[config.mk]
export PLATFORM = sky130hd
export DESIGN_NAME = cart_mem_responder
export DESIGN_NICKNAME = d
export VERILOG_FILES = /design/src/rtl/cart_mem_pkg.sv /design/src/rtl/cart_access_detect.sv /design/src/rtl/cart_mem_responder.sv
export SDC_FILE = /design/constraint.sdc
export NUM_CORES = 1
export LEC_CHECK = 0
export BUFFER_PORTS_ARGS = -buffer_cell sky130_fd_sc_hd__buf_4
export CAP_MARGIN = 10
export CORE_MARGIN = 2
export CORE_UTILIZATION = 40
export CTS_CLUSTER_DIAMETER = 100
export DETAILED_ROUTE_END_ITERATION = 12
export SLEW_MARGIN = 20
export SYNTH_ARGS = -nofsm -noshare
export SYNTH_HDL_FRONTEND = slang
export SYNTH_SLANG_ARGS = --single-unit
export TNS_END_PERCENT = 20
[constraint.sdc]
create_clock -name MCLK -period 8.27 [get_ports MCLK]
set_clock_uncertainty 0.2 [all_clocks]
set_input_delay 0.4135 -clock MCLK [delete_from_list [all_inputs] [get_ports MCLK]]
set_output_delay 0.4135 -clock MCLK [all_outputs]
set_load 0.03 [all_outputs]
[src/rtl/cart_mem_pkg.sv]
// cart_mem_pkg: shared types for the cartridge ROM/BSRAM responder.
// FSM states, captured access record and read-data formatting.
package cart_mem_pkg;

  typedef enum logic [2:0] {
    IDLE,
    ROM_RD,
    ROM_WR,
    BS_RD,
    BS_WR
  } state_t;

  typedef struct packed {
    logic [23:0] addr;
    logic        we;
    logic        word;
    logic [7:0]  wdata;
  } access_t;

  localparam logic [24:0] BSRAM_BASE_DEF = 25'h1000000;

  // Byte reads are returned duplicated in both halves.
  function automatic logic [15:0] fmt_q(
    input logic [15:0] d,
    input logic        lsb,
    input logic        word
  );
    logic [7:0] b;
    b = lsb ? d[15:8] : d[7:0];
    return word ? d : {b, b};
  endfunction

endpackage

[src/rtl/cart_access_detect.sv]
// cart_access_detect: per-port strobe tuple tracker.
// Fires on a new active tuple and holds one latest-wins pending slot.
module cart_access_detect
  import cart_mem_pkg::*;
#(
  parameter int AW       = 24,
  parameter bit HAS_WORD = 1'b1
) (
  input  logic          clk,
  input  logic          rst,
  input  logic          ce_n,
  input  logic          oe_n,
  input  logic          we_n,
  input  logic [AW-1:0] addr,
  input  logic          word,
  input  logic [7:0]    d,
  input  logic          take,
  output logic          pending,
  output access_t       acc
);

  localparam int TW = AW + 4;

  logic [TW-1:0] tup;
  logic [TW-1:0] tup_q;
  logic          wrd;
  logic          act_rd;
  logic          act_wr;
  logic          trig;

  assign wrd    = HAS_WORD ? word : 1'b0;
  assign tup    = {ce_n, oe_n, we_n, addr, wrd};
  assign act_rd = !ce_n && !oe_n && we_n;
  assign act_wr = !ce_n && !we_n;
  assign trig   = (act_rd || act_wr) && (tup != tup_q);

  // Reset to an inactive tuple so a held access retriggers.
  always_ff @(posedge clk or posedge rst) begin
    if (rst) begin
      tup_q   <= '1;
      pending <= 1'b0;
      acc     <= '0;
    end else begin
      tup_q <= tup;
      if (trig) begin
        pending   <= 1'b1;
        acc.addr  <= 24'(addr);
        acc.we    <= act_wr;
        acc.word  <= wrd;
        acc.wdata <= d;
      end else if (take) begin
        pending <= 1'b0;
      end
    end
  end

endmodule

[src/rtl/cart_mem_responder.sv]
// cart_mem_responder: serialises cartridge ROM/BSRAM accesses onto
// a single req/ack word backend, with a one-entry ROM read line.
module cart_mem_responder
  import cart_mem_pkg::*;
#(
  parameter int              MEM_AW     = 25,
  parameter logic [MEM_AW-1:0] BSRAM_BASE = MEM_AW'(BSRAM_BASE_DEF)
) (
  input  logic              MCLK,
  input  logic              RESET,
  input  logic [23:0]       ROM_ADDR,
  input  logic [15:0]       ROM_D,
  input  logic              ROM_CE_N,
  input  logic              ROM_OE_N,
  input  logic              ROM_WE_N,
  input  logic              ROM_WORD,
  output logic [15:0]       ROM_Q,
  input  logic [19:0]       BSRAM_ADDR,
  input  logic [7:0]        BSRAM_D,
  input  logic              BSRAM_CE_N,
  input  logic              BSRAM_OE_N,
  input  logic              BSRAM_WE_N,
  output logic [7:0]        BSRAM_Q,
  output logic              BUSY,
  output logic [MEM_AW-1:0] MEM_ADDR,
  output logic [15:0]       MEM_WDATA,
  output logic [1:0]        MEM_BE,
  output logic              MEM_WE,
  output logic              MEM_REQ,
  input  logic              MEM_ACK,
  input  logic [15:0]       MEM_RDATA
);

  state_t      state;
  state_t      state_n;
  logic        rom_pend;
  logic        bs_pend;
  access_t     rom_acc;
  access_t     bs_acc;
  logic        take_rom;
  logic        take_bs;
  logic        hit;
  logic        line_hit;
  logic        last_rom;
  logic        line_vld;
  logic [22:0] line_tag;
  logic [15:0] line_data;
  logic        cur_lsb;
  logic        cur_word;
  logic [22:0] cur_tag;
  logic [7:0]  bs_byte;
  logic        unused_bits;

  assign unused_bits = ^{ROM_D[15:8], bs_acc.addr[23:20], bs_acc.word};

  cart_access_detect #(
    .AW       (24),
    .HAS_WORD (1'b1)
  ) u_rom_det (
    .clk     (MCLK),
    .rst     (RESET),
    .ce_n    (ROM_CE_N),
    .oe_n    (ROM_OE_N),
    .we_n    (ROM_WE_N),
    .addr    (ROM_ADDR),
    .word    (ROM_WORD),
    .d       (ROM_D[7:0]),
    .take    (take_rom),
    .pending (rom_pend),
    .acc     (rom_acc)
  );

  cart_access_detect #(
    .AW       (20),
    .HAS_WORD (1'b0)
  ) u_bs_det (
    .clk     (MCLK),
    .rst     (RESET),
    .ce_n    (BSRAM_CE_N),
    .oe_n    (BSRAM_OE_N),
    .we_n    (BSRAM_WE_N),
    .addr    (BSRAM_ADDR),
    .word    (1'b0),
    .d       (BSRAM_D),
    .take    (take_bs),
    .pending (bs_pend),
    .acc     (bs_acc)
  );

  assign line_hit = line_vld && (line_tag == rom_acc.addr[23:1]);
  assign bs_byte  = cur_lsb ? MEM_RDATA[15:8] : MEM_RDATA[7:0];
  assign BUSY     = rom_pend || bs_pend || (state != IDLE);

  // Round-robin between ports when both are pending.
  always_comb begin
    state_n  = state;
    take_rom = 1'b0;
    take_bs  = 1'b0;
    hit      = 1'b0;
    unique case (state)
      IDLE: begin
        if (rom_pend && (!bs_pend || !last_rom)) begin
          take_rom = 1'b1;
          if (rom_acc.we) begin
            state_n = ROM_WR;
          end else if (line_hit) begin
            hit = 1'b1;
          end else begin
            state_n = ROM_RD;
          end
        end else if (bs_pend) begin
          take_bs = 1'b1;
          state_n = bs_acc.we ? BS_WR : BS_RD;
        end
      end
      default: begin
        if (MEM_ACK) state_n = IDLE;
      end
    endcase
  end

  always_ff @(posedge MCLK or posedge RESET) begin
    if (RESET) begin
      state     <= IDLE;
      MEM_REQ   <= 1'b0;
      MEM_ADDR  <= '0;
      MEM_BE    <= '0;
      MEM_WE    <= 1'b0;
      MEM_WDATA <= '0;
      ROM_Q     <= '0;
      BSRAM_Q   <= '0;
      last_rom  <= 1'b0;
      line_vld  <= 1'b0;
      line_tag  <= '0;
      line_data <= '0;
      cur_lsb   <= 1'b0;
      cur_word  <= 1'b0;
      cur_tag   <= '0;
    end else begin
      state <= state_n;
      if (take_rom) begin
        last_rom <= 1'b1;
        cur_lsb  <= rom_acc.addr[0];
        cur_word <= rom_acc.word;
        cur_tag  <= rom_acc.addr[23:1];
      end
      if (take_rom && !hit) begin
        MEM_REQ   <= 1'b1;
        MEM_ADDR  <= MEM_AW'({rom_acc.addr[23:1], 1'b0});
        MEM_WE    <= rom_acc.we;
        MEM_WDATA <= {2{rom_acc.wdata}};
        MEM_BE    <= rom_acc.we ?
                     {rom_acc.addr[0], ~rom_acc.addr[0]} : 2'b11;
        if (rom_acc.we && line_hit) line_vld <= 1'b0;
      end
      if (hit) begin
        ROM_Q <= fmt_q(line_data, rom_acc.addr[0], rom_acc.word);
      end
      if (take_bs) begin
        last_rom  <= 1'b0;
        cur_lsb   <= bs_acc.addr[0];
        cur_word  <= 1'b0;
        MEM_REQ   <= 1'b1;
        MEM_ADDR  <= BSRAM_BASE +
                     MEM_AW'({bs_acc.addr[19:1], 1'b0});
        MEM_WE    <= bs_acc.we;
        MEM_WDATA <= {2{bs_acc.wdata}};
        MEM_BE    <= bs_acc.we ?
                     {bs_acc.addr[0], ~bs_acc.addr[0]} : 2'b11;
      end
      if ((state != IDLE) && MEM_ACK) begin
        MEM_REQ <= 1'b0;
        if (state == ROM_RD) begin
          ROM_Q     <= fmt_q(MEM_RDATA, cur_lsb, cur_word);
          line_vld  <= 1'b1;
          line_tag  <= cur_tag;
          line_data <= MEM_RDATA;
        end
        if (state == BS_RD) BSRAM_Q <= bs_byte;
      end
    end
  end

endmodule
# ---- Yosys cells after proc, flatten, opt, wreduce, memory -nomap -nowiden
# Cells that the tools add are included.
dict set report classes {
  addsub 1
  n_mul 0
  n_div 0
  order_cmp 0
  n_eq_ne 7
  shift 0
  n_mux 50
  bitwise_logic 2
  reduce_logical 38
}
# op count
set op_table {}
lappend op_table {{2-to-1 mux 16 bit} 7}
lappend op_table {{2-to-1 mux 25 bit} 2}
lappend op_table {{2-to-1 mux 1 bit} 28}
lappend op_table {{!= test 28 bit} 1}
lappend op_table {{adder 25 x 20 -> 25 bit, first input constant} 1}
lappend op_table {{!= test 24 bit} 1}
lappend op_table {{== test 23 bit} 1}
lappend op_table {{2-to-1 mux 3 bit} 7}
lappend op_table {{2-to-1 mux 8 bit} 2}
lappend op_table {{logical AND 1 bit} 13}
lappend op_table {{nonzero test 2 bit} 5}
lappend op_table {{logical NOT 1 bit} 9}
lappend op_table {{2-to-1 mux 2 bit} 4}
lappend op_table {{nonzero test 3 bit} 2}
lappend op_table {{logical OR 1 bit} 5}
lappend op_table {{!= test 4 x 3 -> 1 bit, second input constant} 1}
lappend op_table {{AND reduction 2 bit} 2}
lappend op_table {{== test 3 x 1 -> 1 bit, second input constant} 1}
lappend op_table {{== test 3 x 2 -> 1 bit, second input constant} 1}
lappend op_table {{logical NOT 3 bit} 1}
lappend op_table {{!= test 3 x 2 -> 1 bit, second input constant} 1}
lappend op_table {{AND reduction 3 bit} 1}
lappend op_table {{inverter 1 bit} 2}
dict set report word_totals {
  regBits 255
  latchBits 0
  mem_bits_rw 0
  rom_bits 0
  inputBits 94
  out_inout_bits 70
  wordCells 124
  mem_count 0
}

# ---- Logic depth before layout (Yosys ltp)
dict set report logic_depth {
  depth_word 11
  ltp_mapped 8
  mapped_depth_nobuf 5
}

# ---- Modules after synthesis
# A second synthesis with hierarchy kept.
dict set report hier_totals {
  cells_unflattened 1021
  area_unflattened_um2 11345.9
}
# mod n_inst cells_each area_each_um2 seq_area_each_um2
set by_module_without_submodules {}
lappend by_module_without_submodules {cart_mem_responder 1 640 6318.6 3228.1}
lappend by_module_without_submodules {{cart_access_detect (u_rom_det)} 1 146 2526.2 1611.5}
lappend by_module_without_submodules {{cart_access_detect (u_bs_det)} 1 235 2501.1 1381.3}

# ---- Least setup slack after synthesis
# No wires, ideal clock.
dict set report synth_path {
  path_kind {reg2reg}
  startpoint {register state[1]}
  endpoint {register ROM_Q[10]}
  setup_ns 0.104
  t_arrival_ns 2.158
  t_required_ns 7.966
  setup_slack_ns 5.808
  path_stages_with_launch 9
  path_buffers 3
  synth_period_minus_slack_ns 2.462
  cell_sequence {dfrtp_1 nor3_4 nand4_1 or4_1 buf_2 or2_1 buf_6 buf_6 o311ai_1}
}
dict set report synth_via {
  elab_chain_len 5
  elab_cells_between_ends 8
  classes_between {eq/ne: 1; mux: 4; reduce/logical: 3}
}
# item line
set synth_lines {}
lappend synth_lines {{from (decl)} cart_mem_responder.sv:34} ;# state_t state;
lappend synth_lines {{from (signal assigned)} cart_mem_responder.sv:140} ;# state <= state_n;
lappend synth_lines {{logical NOT 3 bit} cart_mem_responder.sv:100} ;# unique case (state)
lappend synth_lines {{2-to-1 mux 1 bit} cart_mem_responder.sv:100}
lappend synth_lines {{2-to-1 mux 16 bit} cart_mem_responder.sv:156} ;# if (hit) begin
lappend synth_lines {{2-to-1 mux 16 bit} cart_mem_responder.sv:173} ;# if (state == ROM_RD) begin
lappend synth_lines {{2-to-1 mux 16 bit (*)} cart_mem_responder.sv:171} ;# if ((state != IDLE) && MEM_ACK) begin
lappend synth_lines {{to (signal assigned)} cart_mem_responder.sv:157} ;# ROM_Q <= fmt_q(line_data, rom_acc.addr[0], rom_acc.word);
lappend synth_lines {{to (signal assigned)} cart_mem_responder.sv:174} ;# ROM_Q <= fmt_q(MEM_RDATA, cur_lsb, cur_word);
lappend synth_lines {{to (decl)} cart_mem_responder.sv:17} ;# output logic [15:0] ROM_Q,
# Mark *: on every way between the ends. The rest lies on a longest branch, timed or not.
# A chain may end at the register's enable or synchronous reset.

# ---- Final worst setup path
dict set report layout_path {
  startpoint {register state[1]}
  endpoint {register MEM_ADDR[13]}
}
dict set report layout_via {
  elab_chain_len 5
  elab_cells_between_ends 8
  classes_between {mux: 4; reduce/logical: 4}
}
# item line
set layout_lines {}
lappend layout_lines {{logical NOT 3 bit (*)} cart_mem_responder.sv:100}
lappend layout_lines {{2-to-1 mux 1 bit} cart_mem_responder.sv:100}
lappend layout_lines {{logical NOT 1 bit} cart_mem_responder.sv:147} ;# if (take_rom && !hit) begin
lappend layout_lines {{logical AND 1 bit} cart_mem_responder.sv:147}
lappend layout_lines {{nonzero test 2 bit (no line)} n/a}
lappend layout_lines {{to (signal assigned)} cart_mem_responder.sv:149} ;# MEM_ADDR <= MEM_AW'({rom_acc.addr[23:1], 1'b0});
lappend layout_lines {{to (signal assigned)} cart_mem_responder.sv:164} ;# MEM_ADDR <= BSRAM_BASE +
lappend layout_lines {{to (decl)} cart_mem_responder.sv:25} ;# output logic [MEM_AW-1:0] MEM_ADDR,
# Marks and branches as above.

==> reports/summary.txt <==
layout cells sized above 1 - 38.8%
CP bufs+invs - 1
H-tree levels - 1
TritonCTS buffer count - 28
Post-synth EDFFs - 0
die area - 27800 sq um
Starting Density - 40.7%
die extent in x - 167 um
outcome - complete, no violations
Gate Count Post-Synth - 845
io pins - 164
area leader, netlist - dfrtp_1
mux contribution to synthesized area - 19.4%
Filler cells - 2284
CTS sink cnt - 246
post-synth cell types - 46
R2R Setup Slk - 4.71 ns
hold crit path type - flop to flop
most frequent cells in the layout - dfrtp_1, buf_4, nand2_1, mux2_2, dlygate4sd3_1
final layout net count - 1170
Synth area leaders - dfrtp_1, mux2_2, dfstp_2, nand2_1, xor2_1
area of the multi-input gates - 4160 sq um
launch point of the worst hold path - cur_tag[7]
Synth top area share - 45.8%
Iteration-0 DRC Markers - 329
simple logic cell fraction of the synthesized area - 8.60%
clock root cell - clkbuf_16
crit share post-route - 43.1%
area grow syn2layout - 30.8%
Post-route DRC - 0
Yosys warning count - 0
first-pass GRT wire length - 40000 um
max_cap viols - 0
WS Path Type - flop to flop
final setup fails - 0
Hold Path Sink - line_tag[7]
routed vias - 7116
Crit-path slowest cell - nor4_1
fin. max-slew vios - 0
# Post-CTS Setup Buffers - 0
share of flip-flops with an asynchronous set or reset - 100%
Worst-path clk slew - 0.06 ns
crit path cell chain - nor3_4 > nand2_2 > nor4_1 > a21oi_4 > buf_4 > mux2_2
Final ANT Viol Nets - 0
drt wl/cell - 17.2 um
row cnt - 59
CTS Buffer Depth - 3
CP Capture Type - flop
RSZ-0062 raised after global routing - false
Hold Path Stages - 2
Crit path max-delay family - simple AND/OR/NAND/NOR gates
vias in the first global route - 7274
Slew @ Worst Pin - 1.08 ns
GRT Residual Overflow - 0
input/output buffers - 154
worst-path fanout max - 26
fmax - 0.281 GHz
cell area after synthesis - 10600 sq um
Adder-Cell Fraction of Synth Area - 0%
Synth Area in Compound Gates - 4.65%
DP Wirelength - 15900 um
area occupied by registers - 6220 sq um
Worst slew margin - 27.8%
Setup TNS - 0 ns
Core ar. - 26100 sq um
Vias per Instance - 4.97
R2R Path End - MEM_ADDR[13]
clk_lat worst skew - 0.55 ns
maximum vdd drop - 214 uV
GRT Overall Usage - 17.7%
Initial DRT Pass Iterations - 4
r2r startpoint - state[1]
Worst Hold Margin - 0.257 ns
DRT Wirelength - 24600 um
pwr dens - 350 nW/um^2
Worst Path Required - 8.49 ns
Lkg Pwr - 6.19 nW
flops & latches, synth - 246
Worst R2R Path Depth - 6
Startpoint Class - flop
Syn Area/Cell - 12.6 sq um
Die Height - 167 um
GPL Wtd Cong - 0.780
Final Hold Fails - 0
antenna violations before repair - 0
largest net degree at the start of global routing - 98
post-synthesis xor/xnor area fraction - 6.11%
ys flop type - dfrtp_1
antenna cells - 0
commonest non-fill, non-tap cell in the layout - dfrtp_1
largest family of logic cells by synthesized area - multiplexers
CP Data Arrival Time - 3.79 ns
CTS tree - done
minimum clock period - 3.56 ns
register area share after synthesis - 58.6%
slowest stage delay, CP - 0.85 ns
## flip-flops by register name, indices dropped and copies added, names as in the netlist, 2 cells and up
| signal | cells |
|---|---|
| BSRAM_Q | 8 |
| MEM_ADDR | 24 |
| MEM_BE | 2 |
| MEM_WDATA | 8 |
| ROM_Q | 16 |
| cur_tag | 23 |
| line_data | 16 |
| line_tag | 23 |
| state | 3 |
| u_bs_det.acc | 29 |
| u_bs_det.tup_q | 24 |
| u_rom_det.acc | 34 |
| u_rom_det.tup_q | 28 |
## report_power, final
group          internal (W)  leakage, nW  switching [W]
registers           0.00158         2.87       0.000258
clock network      0.000761        0.471       0.000485
logic              0.000813         2.85       0.000950
## cells by family after synthesis
family,Yosys count
AO/OA/AOI/OAI,68
XOR/XNOR,74
buffers and inverters,59
flip-flops,246
multiplexers,186
other,1
AND/OR/NAND/NOR,211
## metrics by stage
| step | instances | instance area (sq um) | worst slack [ns] | utilization [%] | total power, W |
|---|---|---|---|---|---|
| floorplan | 846 | 10600 | 0.984 | - | 0.00305 |
| finish | 1433 | 13900 | 4.71 | 53.2 | 0.00485 |
| global placement | 1296 | 12100 | 4.73 | 46.3 | 0.00358 |
| detailed placement | 1296 | 12100 | 4.74 | 46.3 | 0.00360 |
| CTS | 1433 | 13900 | 4.67 | 53.2 | 0.00490 |
| global route | 1433 | 13900 | 4.39 | 53.2 | 0.00513 |
## metal layers
layer  share of wire (%)  wire [um]  vias up  GRT usage [%]
met5                   0          0        -              0
met4                 2.0        501        0           4.42
met3                 4.5       1110       36           2.92
met2                  48      11700      182           29.8
met1                  46      11200     3513           24.1
li1                    -          -     3385              -
## area by class of cell
type                    instances  area share (%)
flip-flops and latches        246            44.8
multi-input cells             541            30.0
repair buffers                248            15.0
clock buffers                  45            6.38
well taps                     335            3.02
clock inverters                 7           0.478
inverters                      11           0.352
## synth_stat cells (2+ instances only)
library cell and n:
a21oi_1 6, buf_6 2, inv_1 11, o211ai_1 16, o21bai_1 2, mux2_2 154, o21ai_0 17, nand2_1 162
nand3_1 3, buf_4 9, mux2i_1 32, nor4_1 18, dfstp_2 52, or3_1 2, nor2_1 6, o311ai_0 5
nor2b_1 3, xor2_1 63, o2bb2ai_1 3, o311ai_2 2, nand4_1 8, buf_2 5, xnor2_1 11, o311ai_1 8
dfrtp_1 194, clkbuf_1 23, buf_1 9
## worst min-delay path: cells and delay by family (launching register included)
kind             cells  cell delay [ns]
DFF                  1             0.33
and+or+nand+nor      2             0.09
## how the worst max path moves through the flow
stage                      startpoint  depth (start not counted)  slack, ns            to
floorplan                       RESET                          1       0.98    BSRAM_Q[0]
global placement    u_rom_det.acc[18]                          5       4.73     ROM_Q[14]
detailed placement  u_rom_det.acc[18]                          5       4.74     ROM_Q[14]
CTS                 u_rom_det.acc[18]                          5       4.67     ROM_Q[14]
global route        u_rom_det.acc[18]                          5       4.39     ROM_Q[15]
finish                       state[1]                          6       4.71  MEM_ADDR[13]
## what timing repair did
item,4_1_cts,5_1_grt
endpoints found under the hold margin,218,0
resized for setup,0,0
hold buffers,85,0
(Power assumes the default switching activity.)
